**config.mk**
```make
export PLATFORM = sky130hd
export DESIGN_NAME = mem_arbiter
export DESIGN_NICKNAME = d
export VERILOG_FILES = /design/src/rtl/mem_arbiter.sv
export SDC_FILE = /design/constraint.sdc
export NUM_CORES = 1
export LEC_CHECK = 0
export ABC_AREA = 0
export ABC_CLOCK_PERIOD_IN_PS = 1900
export CAP_MARGIN = 0
export CORE_ASPECT_RATIO = 0.6
export CORE_UTILIZATION = 25
export CTS_CLUSTER_DIAMETER = 60
export DETAILED_ROUTE_END_ITERATION = 6
export GPL_ROUTABILITY_DRIVEN = 1
export GPL_TIMING_DRIVEN = 0
export MAX_ROUTING_LAYER = met4
export SKIP_LAST_GASP = 1
export SLEW_MARGIN = 20
export SYNTH_ARGS = -nofsm -noshare
export SYNTH_HDL_FRONTEND = slang
export SYNTH_SLANG_ARGS = --single-unit
```
**constraint.sdc**
```tcl
create_clock -name clk -period 1.9 [get_ports clk]
set_input_delay 0.285 -clock clk [delete_from_list [all_inputs] [get_ports clk]]
set_output_delay 0.285 -clock clk [all_outputs]
set_load 0.01 [all_outputs]
```
**src/rtl/mem_arbiter.sv**
```systemverilog
// mem_arbiter: shares one single-port memory between the instruction-fetch
// port and the load/store port of the riscv32 core.
//
// A three-state FSM (IDLE -> BUSY -> RESP) serializes one access at a time
// onto the mem_* channel. The FSM tolerates variable memory latency and aborts
// an access that is still outstanding after TO_CYC cycles. An aborted access
// completes with err=1 and rdata=0.
//
// Optional feature: define MEM_ARB_RR_EN to use round-robin arbitration
// between the two requesters. When it is undefined, data has fixed priority
// over fetch and the last-grant register is not built.
module mem_arbiter #(
    parameter int AW     = 32,
    parameter int DW     = 32,
    parameter int TO_CYC = 64
) (
    input  logic              clk,
    input  logic              rst,

    // instruction-fetch requester
    input  logic              i_req,
    input  logic [AW-1:0]     i_addr,
    output logic              i_ack,
    output logic [DW-1:0]     i_rdata,

    // load/store requester
    input  logic              d_req,
    input  logic              d_we,
    input  logic [AW-1:0]     d_addr,
    input  logic [DW-1:0]     d_wdata,
    input  logic [DW/8-1:0]   d_be,
    output logic              d_ack,
    output logic [DW-1:0]     d_rdata,

    output logic              err,

    // memory channel
    output logic              mem_req,
    output logic              mem_we,
    output logic [AW-1:0]     mem_addr,
    output logic [DW-1:0]     mem_wdata,
    output logic [DW/8-1:0]   mem_be,
    input  logic              mem_ack,
    input  logic [DW-1:0]     mem_rdata
);

    // The counter only has to reach TO_CYC-1 (TO_CYC >= 2 keeps CW >= 1).
    localparam int            CW      = $clog2(TO_CYC);
    localparam logic [CW-1:0] CNT_MAX = CW'(TO_CYC - 1);

    typedef enum logic [1:0] {
        IDLE = 2'd0,
        BUSY = 2'd1,
        RESP = 2'd2
    } state_t;

    state_t        state;
    logic [CW-1:0] cnt;
    logic          owner_d;   // 1: the access in flight belongs to the data port
    logic          grant_d;   // arbitration result, meaningful only in IDLE

`ifdef MEM_ARB_RR_EN
    logic last_d;             // 1: data was granted most recently

    // On a tie, the requester that was not granted last wins.
    always_comb begin
        grant_d = d_req && (!i_req || !last_d);
    end

    // Remember the winner of each IDLE->BUSY transition. After reset, fetch
    // counts as the last grant, so data wins the first tie.
    always_ff @(posedge clk or negedge rst) begin
        if (!rst) begin
            last_d <= 1'b0;
        end else if (state == IDLE && (i_req || d_req)) begin
            last_d <= grant_d;
        end
    end
`else
    // Fixed priority: data always beats fetch.
    always_comb begin
        grant_d = d_req;
    end
`endif

    // Main FSM. All outputs are registered. The FSM samples requester inputs
    // only in IDLE, so input changes during BUSY/RESP do not affect the
    // access in flight.
    always_ff @(posedge clk or negedge rst) begin
        if (!rst) begin
            state     <= IDLE;
            cnt       <= '0;
            owner_d   <= 1'b0;
            mem_req   <= 1'b0;
            mem_we    <= 1'b0;
            mem_addr  <= '0;
            mem_wdata <= '0;
            mem_be    <= '0;
            i_ack     <= 1'b0;
            d_ack     <= 1'b0;
            err       <= 1'b0;
            i_rdata   <= '0;
            d_rdata   <= '0;
        end else begin
            case (state)
                IDLE: begin
                    if (i_req || d_req) begin
                        owner_d <= grant_d;
                        mem_req <= 1'b1;
                        cnt     <= '0;
                        state   <= BUSY;
                        if (grant_d) begin
                            mem_we    <= d_we;
                            mem_addr  <= d_addr;
                            mem_wdata <= d_wdata;
                            mem_be    <= d_be;
                        end else begin
                            mem_we    <= 1'b0;
                            mem_addr  <= i_addr;
                            mem_wdata <= '0;
                            mem_be    <= '1;
                        end
                    end
                end

                BUSY: begin
                    // mem_ack takes precedence over expiry in the same cycle.
                    if (mem_ack) begin
                        mem_req <= 1'b0;
                        err     <= 1'b0;
                        state   <= RESP;
                        if (owner_d) begin
                            d_rdata <= mem_rdata;
                            d_ack   <= 1'b1;
                        end else begin
                            i_rdata <= mem_rdata;
                            i_ack   <= 1'b1;
                        end
                    end else if (cnt == CNT_MAX) begin
                        mem_req <= 1'b0;
                        err     <= 1'b1;
                        state   <= RESP;
                        if (owner_d) begin
                            d_rdata <= '0;
                            d_ack   <= 1'b1;
                        end else begin
                            i_rdata <= '0;
                            i_ack   <= 1'b1;
                        end
                    end else begin
                        cnt <= cnt + CW'(1);
                    end
                end

                RESP: begin
                    // The ack pulse lasts exactly this one cycle.
                    i_ack <= 1'b0;
                    d_ack <= 1'b0;
                    err   <= 1'b0;
                    state <= IDLE;
                end

                default: begin
                    state <= IDLE;
                end
            endcase
        end
    end

endmodule

```
==> impl_metrics.py <==
metrics = {
    "run_status": {
        "status": "finished clean",
    },
    "worst_setup_path": {
        "cp_data_required_time_ns": 2.21,
        "crit_chain": "inv_1, ha_1, buf_2, nand3_2, buf_2, a22o_1",
        "r2r-start": "state[1]",
        "crit_family": "buffers and inverters",
        "critPathKind": "reg2reg",
        "r2r_setup_slack_ns": 0.12,
        "cp_max_fo": 10,
        "cp-start-kind": "flip-flop",
        "reg2reg_to": "d_rdata[6]",
        "rr_worst_depth": 6,
        "critPathMaxStageDelay_ns": 0.40,
        "arrival_ns": 2.10,
        "cpMaxStageDelayCell": "dfrtp_1",
        "end_kind": "flip-flop",
        "cp_num_buf_inv": 3,
        "critPathMostFrequentCell": "buf_2",
    },
    "global_route": {
        "gr-total-overflow": 0,
        "antenna_found_initial": 1,
        "grt_pass1_wl_mm": 30.0,
        "grt_pass1_vias": 5233,
        "globalRouteTotalUtil_pct": 16.6,
        "grt_max_degree": 85,
    },
    "worst_hold_path": {
        "hold_path.class": "in2reg",
        "min-delay-start": "d_req",
        "whs_path_depth": 3,
        "whs_endpoint": "mem_be[3]",
    },
    "placed_design": {
        "gp_congestion": 0.773,
        "dp_cells": 1119,
        "io_buffers": 273,
        "place_area_mm2": 0.00910,
        "hpwl_mm": 13.9,
    },
    "sta": {
        "hold_viol": 0,
        "max_freq_mhz": 561,
        "finClkSkew_ns": 0.00512,
        "fin_tns_setup_ns": 0,
        "drv_slew": 0,
        "setup_viol": 0,
        "fin_crit_ns": 1.78,
        "slew_headroom_pct": 57.4,
        "rsz0062_at_grt": "yes",
        "worst_pin_slew_ns": 0.638,
        "final.period_utilization_pct": 93.8,
    },
    "detailed_routing": {
        "drc": 0,
        "wl_per_cell_um": 16.5,
        "viasPerCell": 4.45,
        "drt_wl_total_mm": 19.0,
        "ant_nets": 0,
        "drtPass1Iterations": 4,
        "drtIter0Drc": 247,
        "vias": 5119,
    },
    "clock_network": {
        "cts_tree": "built",
        "cts_root_buf": "clkbuf_16",
        "clockBufferDepth": 2,
        "clk-insertion-delay-late_ns": 0.43,
        "post_cts_buffers": 0,
        "clock_sinks": 146,
        "cts_htree_levels": 4,
        "clkTransAtPathRegs_ns": 0.06,
        "cts_inserted_buffers": 17,
    },
    "floorplan": {
        "num_io_pins": 275,
        "die_h_um": 121,
        "start_util_pct": 25.6,
        "core-area_mm2": 0.0232,
        "row_count": 43,
        "die_w_um": 201,
        "die_area_mm2": 0.0244,
    },
    "final_layout": {
        "drive_above_1_share_pct": 7.78,
        "fillers": 2196,
        "instances_no_fill": 1151,
        "antenna_cells": 0,
        "layout.nets": 967,
        "fin_area_mm2": 0.00983,
        "syn_to_final_growth_pct": 65.3,
    },
    "logic_synthesis": {
        "synth_area_leaders": "dfrtp_1, a22o_1, nand2_1, mux2i_1, nand3_1",
        "synth.most_common_cell": "dfrtp_1",
        "syn_area_mm2": 0.00594,
        "async_flop_share_pct": 100,
        "syn_nets": 673,
        "yosys.area.top_type": "dfrtp_1",
        "avgSynthCellArea_um2": 11.2,
        "synth_cells": 530,
        "synth_edf_count": 0,
        "netlist_top_cells_count": "dfrtp_1, nand2_1, a22o_1",
        "synth.distinct_cells": 38,
        "ys_warn_count": 0,
        "synth-seq-cells": 146,
        "seq_area_frac_synth_pct": 61.5,
        "synth_top_flop_cell": "dfrtp_1",
        "synth_top_area_share_pct": 61.5,
    },
    "pwr": {
        "power_density_mw_per_mm2": 1660,
        "leakage_nw": 4.45,
        "peakVddDrop_v": 0.000711,
    },
    "run": {
        "maxCapViolCount": 0,
    },
}
[routing by layer]
layer / up-vias / share of wire (%) / GRT usage, %
met4: 0 / 0.97 / 4.58
met1: 2480 / 52 / 23.6
met5: - / 0 / -
li1: 2475 / - / -
met2: 149 / 41 / 21.9
met3: 15 / 6.2 / 5.59
[cell usage in the layout, fill, tap and decap left out, types with 4 or more instances in the layout]
| master | n |
|---|---|
| a21oi_1 | 5 |
| buf_2 | 11 |
| nand3_1 | 40 |
| a22o_1 | 66 |
| nand2_1 | 114 |
| o21ai_0 | 38 |
| dfrtp_1 | 146 |
| clkbuf_16 | 17 |
| nor2b_1 | 5 |
| bufinv_16 | 6 |
| ha_1 | 5 |
| clkbuf_1 | 11 |
| buf_1 | 4 |
| clkdlybuf4s50_1 | 272 |
| mux2i_1 | 32 |
| clkbuf_2 | 10 |
[worst register-to-register path, delay by kind of cell (launching register included)]
family	cells	cell delay [ns]
adders and majority gates	1	0.23
buffers and inverters	3	0.65
DFF	1	0.40
and+or+nand+nor	1	0.20
AOI/OAI and AO/OA	1	0.20
[worst max path at each step]
stage | start | to | cells after the start
after floorplan | state[0] | state[0] | 6
after global placement | rst | i_rdata[25] | 1
after detailed placement | mem_ack | d_rdata[2] | 5
after CTS | state[1] | mem_wdata[9] | 7
after global routing | cnt[0] | d_rdata[11] | 6
final | state[1] | d_rdata[6] | 6
[power by group]
part | switching (mW) | leakage, nW | internal [mW] | total [mW]
clock | 1.34 | 0.326 | 2.56 | 3.91
combinational | 3.24 | 2.29 | 3.77 | 7.00
sequential | 0.819 | 1.83 | 4.56 | 5.38
total | 5.40 | 4.45 | 10.9 | 16.3
[kinds of logic (layout without fill, tap and decap cells)]
| group | after synthesis | in the layout | share of synthesized area [%] |
|---|---|---|---|
| AOI/OAI and AO/OA | 123 | 123 | 15.3 |
| adders and majority gates | 5 | 5 | 1.05 |
| buffers and inverters | 44 | 350 | 3.22 |
| DFF | 146 | 146 | 61.5 |
| muxes | 33 | 33 | 5.58 |
| and+or+nand+nor | 179 | 179 | 13.4 |
[through the flow]
step                util [%]  setup slack [ns]  power [mW]  hold WS (ns)
finish                  42.4             0.117        16.3         0.229
global route            42.4          -0.00177        17.3         0.237
CTS                     42.2           0.00488        16.5         0.209
detailed placement      39.3            -0.302        12.4         0.261
global placement        39.1             -5.77        12.4         0.448
floorplan                  -             0.298        8.33       -0.0106
[flip-flops by register name, indices dropped and copies added (netlist names)]
name       count
mem_addr      32
mem_we         1
i_ack          1
cnt            6
mem_be         4
i_rdata       32
d_ack          1
state          2
mem_req        1
mem_wdata     32
owner_d        1
d_rdata       32
err            1
[cell type report]
type                       count  area, µm²  area share (%)
sequential                   146       3650            37.2
buffer                        40        206            2.10
clock buffer                  22        474            4.83
inverter                       4       15.0           0.153
tap                          315        394            4.01
multi-input combinational    340       2110            21.4
timing repair buffer         275       2780            28.2
clock inverter                 9        201            2.05
[what timing repair did]
action / in CTS / in global routing
setup endpoints to repair: 50 / 119
gates cloned: 0 / 0
endpoints found under the hold margin: 62 / 0
hold buffers: 1 / 0
resized for setup: 4 / 26
No activity file was read; power rests on OpenSTA's default activity.
